[src/rtl/zbt_arbiter.sv]
// ZBT SRAM port arbiter: display reads take absolute priority with fixed 4-cycle latency,
// capture writes are buffered in a small FIFO and drained into idle bus cycles.
module zbt_arbiter #(
    parameter int DEPTH = 4,
    parameter int AW    = 19,
    parameter int DW    = 36
) (
    input  logic                       clk,
    input  logic                       rst,
    input  logic                       ntsc_we,
    input  logic [AW-1:0]              ntsc_addr,
    input  logic [DW-1:0]              ntsc_data,
    input  logic                       freeze,
    input  logic                       disp_req,
    input  logic [AW-1:0]              disp_addr,
    output logic [DW-1:0]              disp_data,
    output logic                       disp_valid,
    output logic [AW-1:0]              ram_addr,
    output logic                       ram_we,
    output logic [DW-1:0]              ram_wdata,
    output logic                       ram_drive,
    input  logic [DW-1:0]              ram_rdata,
    output logic [$clog2(DEPTH):0]     fifo_level,
    output logic                       overflow
);

    localparam int PW = $clog2(DEPTH);
    localparam int LW = PW + 1;

    typedef enum logic [1:0] {
        OP_IDLE  = 2'd0,
        OP_READ  = 2'd1,
        OP_WRITE = 2'd2
    } op_t;

    logic [AW-1:0] fifo_addr [DEPTH];
    logic [DW-1:0] fifo_data [DEPTH];
    logic [PW-1:0] rd_ptr;
    logic [PW-1:0] wr_ptr;

    // Op type of the command presented on the bus in each of the three following cycles.
    op_t           op_s1;
    op_t           op_s2;
    op_t           op_s3;
    logic [DW-1:0] wd_s1;
    logic [DW-1:0] wd_s2;

    op_t  issue;
    logic fifo_empty;
    logic fifo_full;
    logic pop;
    logic push_req;
    logic push;
    logic drop;

    always_comb begin
        // NOTE: every signal gets a default before any branch so no latch is inferred.
        issue      = OP_IDLE;
        fifo_empty = (fifo_level == '0);
        fifo_full  = (fifo_level == LW'(DEPTH));
        if (disp_req) begin
            issue = OP_READ;
        end else if (!fifo_empty) begin
            issue = OP_WRITE;
        end
        pop      = (issue == OP_WRITE);
        push_req = ntsc_we && !freeze;
        // A full FIFO still accepts a write when the head leaves in the same cycle.
        push     = push_req && (!fifo_full || pop);
        drop     = push_req && !push;
    end

    // NOTE: FIFO storage carries no reset; the pointers and level alone define valid entries.
    always_ff @(posedge clk) begin
        if (push) begin
            fifo_addr[wr_ptr] <= ntsc_addr;
            fifo_data[wr_ptr] <= ntsc_data;
        end
    end

    always_ff @(posedge clk) begin
        if (rst) begin
            rd_ptr     <= '0;
            wr_ptr     <= '0;
            fifo_level <= '0;
            overflow   <= 1'b0;
        end else begin
            if (push) begin
                wr_ptr <= wr_ptr + PW'(1);
            end
            if (pop) begin
                rd_ptr <= rd_ptr + PW'(1);
            end
            case ({push, pop})
                2'b10:   fifo_level <= fifo_level + LW'(1);
                2'b01:   fifo_level <= fifo_level - LW'(1);
                default: fifo_level <= fifo_level;
            endcase
            overflow <= overflow | drop;
        end
    end

    // Address phase, data-phase scheduling and read capture.
    always_ff @(posedge clk) begin
        if (rst) begin
            ram_addr   <= '0;
            ram_we     <= 1'b0;
            ram_wdata  <= '0;
            ram_drive  <= 1'b0;
            disp_data  <= '0;
            disp_valid <= 1'b0;
            op_s1      <= OP_IDLE;
            op_s2      <= OP_IDLE;
            op_s3      <= OP_IDLE;
            wd_s1      <= '0;
            wd_s2      <= '0;
        end else begin
            case (issue)
                OP_READ: begin
                    ram_addr <= disp_addr;
                    ram_we   <= 1'b0;
                end
                OP_WRITE: begin
                    ram_addr <= fifo_addr[rd_ptr];
                    ram_we   <= 1'b1;
                end
                default: begin
                    ram_we <= 1'b0;
                end
            endcase

            op_s1 <= issue;
            op_s2 <= op_s1;
            op_s3 <= op_s2;

            if (pop) begin
                wd_s1 <= fifo_data[rd_ptr];
            end
            wd_s2 <= wd_s1;

            // The write data phase lands two cycles after its address phase.
            ram_drive <= (op_s2 == OP_WRITE);
            if (op_s2 == OP_WRITE) begin
                ram_wdata <= wd_s2;
            end

            disp_valid <= (op_s3 == OP_READ);
            if (op_s3 == OP_READ) begin
                disp_data <= ram_rdata;
            end
        end
    end

endmodule

[config.mk]
export PLATFORM = sky130hd
export DESIGN_NAME = zbt_arbiter
export DESIGN_NICKNAME = d
export VERILOG_FILES = /design/src/rtl/zbt_arbiter.sv
export SDC_FILE = /design/constraint.sdc
export NUM_CORES = 1
export LEC_CHECK = 0
export CAP_MARGIN = 10
export CORE_ASPECT_RATIO = 0.9
export CORE_MARGIN = 10
export CORE_UTILIZATION = 54
export CTS_CLUSTER_DIAMETER = 50
export DETAILED_ROUTE_END_ITERATION = 16
export PLACE_DENSITY_LB_ADDON = 0.15
export SYNTH_ARGS = -nofsm -noshare
export SYNTH_HDL_FRONTEND = slang
export SYNTH_SLANG_ARGS = --single-unit
[constraint.sdc]
create_clock -name clk -period 4 [get_ports clk]
set_input_delay 1.2 -clock clk [delete_from_list [all_inputs] [get_ports clk]]
set_output_delay 1.2 -clock clk [all_outputs]
set_load 0.005 [all_outputs]
# After elaboration in Yosys (flattened, before gate mapping)
# Memory sizes are Yosys's and may differ from the RTL's. A register that Yosys moved wholly into a read port is not among the register bits.
# Index checks and enable logic that the tools add are counted.
# W data, S select, Z words.
[totals] mem_bits_rw=220 elab_cells=47 memories=2 register_bits=144
[op_classes] n_addsub=4 n_mux=9 bitwise=1 n_reduce_logical=10 eq_ne=7
[mem_list] name="fifo_data" words=4 word_bits=36 read_ports=1 rd_clocked_by_memory_dff=1 wr=1 line_no="37" source="logic [DW-1:0] fifo_data [DEPTH];"
[mem_list] name="fifo_addr" words=4 word_bits=19 read_ports=1 rd_clocked_by_memory_dff=1 wr=1 line_no="36" source="logic [AW-1:0] fifo_addr [DEPTH];"
[op_table] op="$pmux W19 S2" n=1
[op_table] op="$mux W2" n=4
[op_table] op="$eq A2 B1 Y1 const B" n=3
[op_table] op="$eq A2 B2 Y1 const B" n=3
[op_table] op="$pmux W3 S2" n=1
[op_table] op="$add A2 B1 Y2 const B" n=2
[op_table] op="$reduce_bool A2 Y1" n=2
[op_table] op="$add A3 B1 Y3 const B" n=1
[op_table] op="$eq A3 B3 Y1 const B" n=1
[op_table] op="$logic_and A1 B1 Y1" n=3
[op_table] op="$logic_not A1 Y1" n=3
[op_table] op="$logic_not A3 Y1" n=1
[op_table] op="$mux W1" n=3
[op_table] op="$sub A3 B1 Y3 const B" n=1
[op_table] op="$logic_or A1 B1 Y1" n=1
[op_table] op="$or A1 B1 Y1" n=1

# Logic depth before layout (Yosys ltp)
[depth] depth_word=9 depth_mapped=10

# Least setup slack after synthesis
# Ideal clock, no wire load.
[synth_path] path_kind="input -> register" from="input disp_req" to="memory fifo_addr[1][0], enable pin" setup_time_ps=418 path_stages=3 path_buffers=1 arrival_time_ps=3011 t_required_ps=3582 path_slack_ps=570 cell_sequence="buf_2 > a31oi_2 > and2_1"
[synth_between] elab_chain_cells=6
[synth_rtl] item="start, declared" line_no="14" source="input logic disp_req,"
[synth_rtl] item="$mux W2" line_no="61" source="if (disp_req) begin"
[synth_rtl] item="$eq A2 B2 Y1" line_no="66" source="pop = (issue == OP_WRITE);"
[synth_rtl] item="$logic_or A1 B1 Y1" line_no="69" source="push = push_req && (!fifo_full || pop);"
[synth_rtl] item="$logic_and A1 B1 Y1" line_no="69"
[synth_rtl] item="$mux W1" line_no="75" source="if (push) begin"
[synth_rtl] item="$mux W1 (not written as such)" line_no="76" source="fifo_addr[wr_ptr] <= ntsc_addr;"
[synth_rtl] item="end, declared" line_no="36"
# Every way passes these cells.

# Final worst setup path
[layout_path] from="register fifo_level[2]" to="output fifo_level[2]"
[layout_lines] item="start, declared" line_no="23" source="output logic [$clog2(DEPTH):0] fifo_level,"
[layout_lines] item="start signal, assigned" line_no="95" source="2'b10: fifo_level <= fifo_level + LW'(1);"
[layout_lines] item="start signal, assigned" line_no="96" source="2'b01: fifo_level <= fifo_level - LW'(1);"
[layout_lines] item="start signal, assigned" line_no="97" source="default: fifo_level <= fifo_level;"
# No word-level cell between the ends.

==> results.json <==
{
  "critPathMaxFanout": 8,
  "syn_nets": 1142,
  "critPathSlowestCell": "clkdlybuf4s50_1",
  "initial_core_util_pct": 54.9,
  "min_path_type": "flop to flop",
  "grt_max_degree": 77,
  "max_slew_margin_pct": 30.3,
  "cp_data_required_time_ns": 2.80,
  "whs_endpoint": "ram_wdata[8]",
  "ios": 213,
  "syn_to_final_growth_pct": 25.9,
  "max_stage_delay_ns": 0.60,
  "drv_cap": 0,
  "cts_root_buf": "clkbuf_16",
  "cts_tree": "done",
  "core-area_mm2": 0.0261,
  "hpwl_um": 19600,
  "clkLatencyLatePin_ns": 0.51,
  "drv_slew": 0,
  "synth_edf_count": 220,
  "netlist_area_mm2": 0.0144,
  "drt_wl_total_um": 30200,
  "worst_slew_pin_slew_ns": 1.04,
  "ys_seq_elements": 402,
  "fin_area_mm2": 0.0181,
  "viasPerCell": 5.23,
  "first_pass_iters": 5,
  "path_delay_family": "buffers and inverters",
  "grtUsageTotal_pct": 17.8,
  "die_area_mm2": 0.0335,
  "grt_setup_unrepaired": "false",
  "grt_overflow": 0,
  "rr_worst_depth": 4,
  "r2r-end": "fifo_data[0][18]",
  "clock.fmax_ghz": 0.355,
  "cts_setup_buffers": 0,
  "cts_buffers": 40,
  "antenna_found_initial": 2,
  "synthCells": 1022,
  "outcome": "completed",
  "die_x_um": 192,
  "clkSlewWorstSetupHoldPaths_ns": 0.06,
  "synth_area_per_cell_um2": 14.0,
  "critPathLaunchType": "flop",
  "yosysWarningCount": 0,
  "synth_flop_cell": "edfxtp_1",
  "ant_nets": 0,
  "numPortBuffers": 212,
  "wl_per_cell_um": 18.8,
  "worstSetupEndpointType": "output pin",
  "cp_cell_sequence": "clkdlybuf4s50_1",
  "cts_hold_buf": 0,
  "synth_cell_types": 37,
  "min_period_ns": 2.82,
  "min_from": "wd_s2[8]",
  "cts_sinks": 402,
  "nNetsFinal": 1350,
  "die_y_um": 175,
  "routabilityCongestion": 0.776,
  "fin_setup_tns_ns": 0,
  "crit_buf_inv": 1,
  "irDropWorstVdd_uv": 413,
  "p_per_area_mw_per_mm2": 511,
  "ctsResizeCount": 0,
  "drc": 0,
  "num_rows": 56,
  "drive_gt1_share_pct": 14.5,
  "total_leakage_power_nw": 5.98,
  "num_vias": 8407,
  "r2r_slack_ns": 1.83,
  "clockBufferDepth": 3,
  "async_flop_share_pct": 0,
  "grt_pass1_wl_um": 47400,
  "placed_cell_area_mm2": 0.0168,
  "post-route-period-util_pct": 70.5,
  "seq_area_frac_synth_pct": 71.4,
  "min_path_cells": 2,
  "critPathArrivalTime_ns": 1.62,
  "grt_pass1_vias": 8414,
  "drt-initial-drc-count": 519,
  "criticalPathCategory": "flop to output pin",
  "rr_startpoint": "fifo_level[0]",
  "hold_viol_final": 0,
  "skew_ns": 0.0121,
  "setup_viol": 0,
  "htree_levels": 2
}
sequential cells by signal, summed over array words and instances (netlist names), named ones only:
signal / count
fifo_data: 144
fifo_addr: 76
disp_data: 36
ram_wdata: 36
wd_s1: 36
wd_s2: 36
ram_addr: 19
fifo_level: 3
op_s1: 2
op_s2: 2
op_s3: 2
rd_ptr: 2
wr_ptr: 2
disp_valid: 1
overflow: 1
ram_drive: 1
ram_we: 1
synthesized netlist by cell type, drive strengths merged (4+ instances only):
library cell | n | area [µm²]
nor2b | 45 | 282
a221oi | 19 | 166
nand2 | 238 | 946
inv | 26 | 97.6
edfxtp | 220 | 6610
ha | 4 | 50.1
dfxtp | 182 | 3640
buf | 34 | 223
mux4 | 55 | 1240
nor2 | 13 | 48.8
a21oi | 127 | 711
clkbuf | 31 | 116
and2 | 4 | 25.0
routing by layer:
metal  vias up  GRT usage [%]  share of wire [%]
met5         -              0                  0
met2       219           29.4                 50
li1       4054              -                  -
met3        42           3.96                5.9
met4         0           5.04                1.8
met1      4092           23.0                 43
layout make-up:
cell class,count,area (µm²)
Tap cell,348,435
Clock buffer,65,1190
Clock inverter,4,70.1
Fill cell,1823,8060
Multi-Input combinational cell,529,3700
Sequential cell,402,10300
Antenna cell,2,5.00
Inverter,26,97.6
Timing Repair Buffer,231,2330
worst max path at each step:
stage | from | cells past startpoint | to | slack [ns]
floorplan | disp_req | 3 | fifo_addr[1][0] | 0.57
global placement | freeze | 5 | fifo_data[1][20] | 0.72
detailed placement | disp_req | 7 | fifo_level[2] | 0.67
CTS | fifo_level[2] | 1 | fifo_level[2] | 1.16
global route | disp_req | 7 | fifo_level[2] | 1.06
finish | fifo_level[2] | 1 | fifo_level[2] | 1.18
where the power goes:
group	switching [mW]	internal, mW
registers	0.105	4.54
logic	0.500	0.504
clock network	1.43	2.15
total	2.04	7.19
metrics by stage:
stage | power [mW] | util [%] | instances | setup slack, ns | hold slack, ns
2_1_floorplan | 5.38 | - | 1022 | 0.570 | 0.414
3_3_place_gp | 5.72 | 64.3 | 1536 | 0.721 | 0.418
3_5_place_dp | 5.75 | 64.3 | 1536 | 0.669 | 0.426
4_1_cts | 9.33 | 69.2 | 1605 | 1.16 | 0.435
5_1_grt | 9.61 | 69.2 | 1607 | 1.06 | 0.444
6_report | 9.23 | 69.2 | 1607 | 1.18 | 0.433
cell usage in the layout, fill, tap and decap left out, types with 2 or more instances in the layout:
cell type        instances
nand2_1                217
clkbuf_1                16
nor2b_1                 43
mux4_2                  55
ha_1                     4
dfxtp_2                  2
inv_1                   26
nand2_2                 21
a21oi_1                107
xnor2_1                  3
clkbuf_16               41
diode_2                  2
edfxtp_1               220
and2_4                   4
clkbuf_8                 7
clkdlybuf4s50_1        211
dfxtp_1                180
a221oi_1                19
buf_4                   14
a21oi_2                 20
buf_12                   5
mux2i_1                  2
nand3_1                  3
nand2b_1                 2
bufinv_16                2
nor2_1                  12
clkinv_2                 2
cell families (layout without fill, tap and decap cells):
| logic type | after synthesis | in the layout | synth area share [%] |
|---|---|---|---|
| adder cells (fa/ha/maj) | 5 | 5 | 0.488 |
| buffers and inverters | 91 | 326 | 3.04 |
| multiplexers | 58 | 58 | 8.85 |
| XOR/XNOR | 4 | 4 | 0.244 |
| AND/OR/NAND/NOR | 309 | 309 | 9.49 |
| AO/OA/AOI/OAI | 153 | 153 | 6.49 |
| flip-flops | 402 | 402 | 71.4 |
| other | 0 | 2 | 0 |
Note: power is estimated with default switching activity, not from simulation.
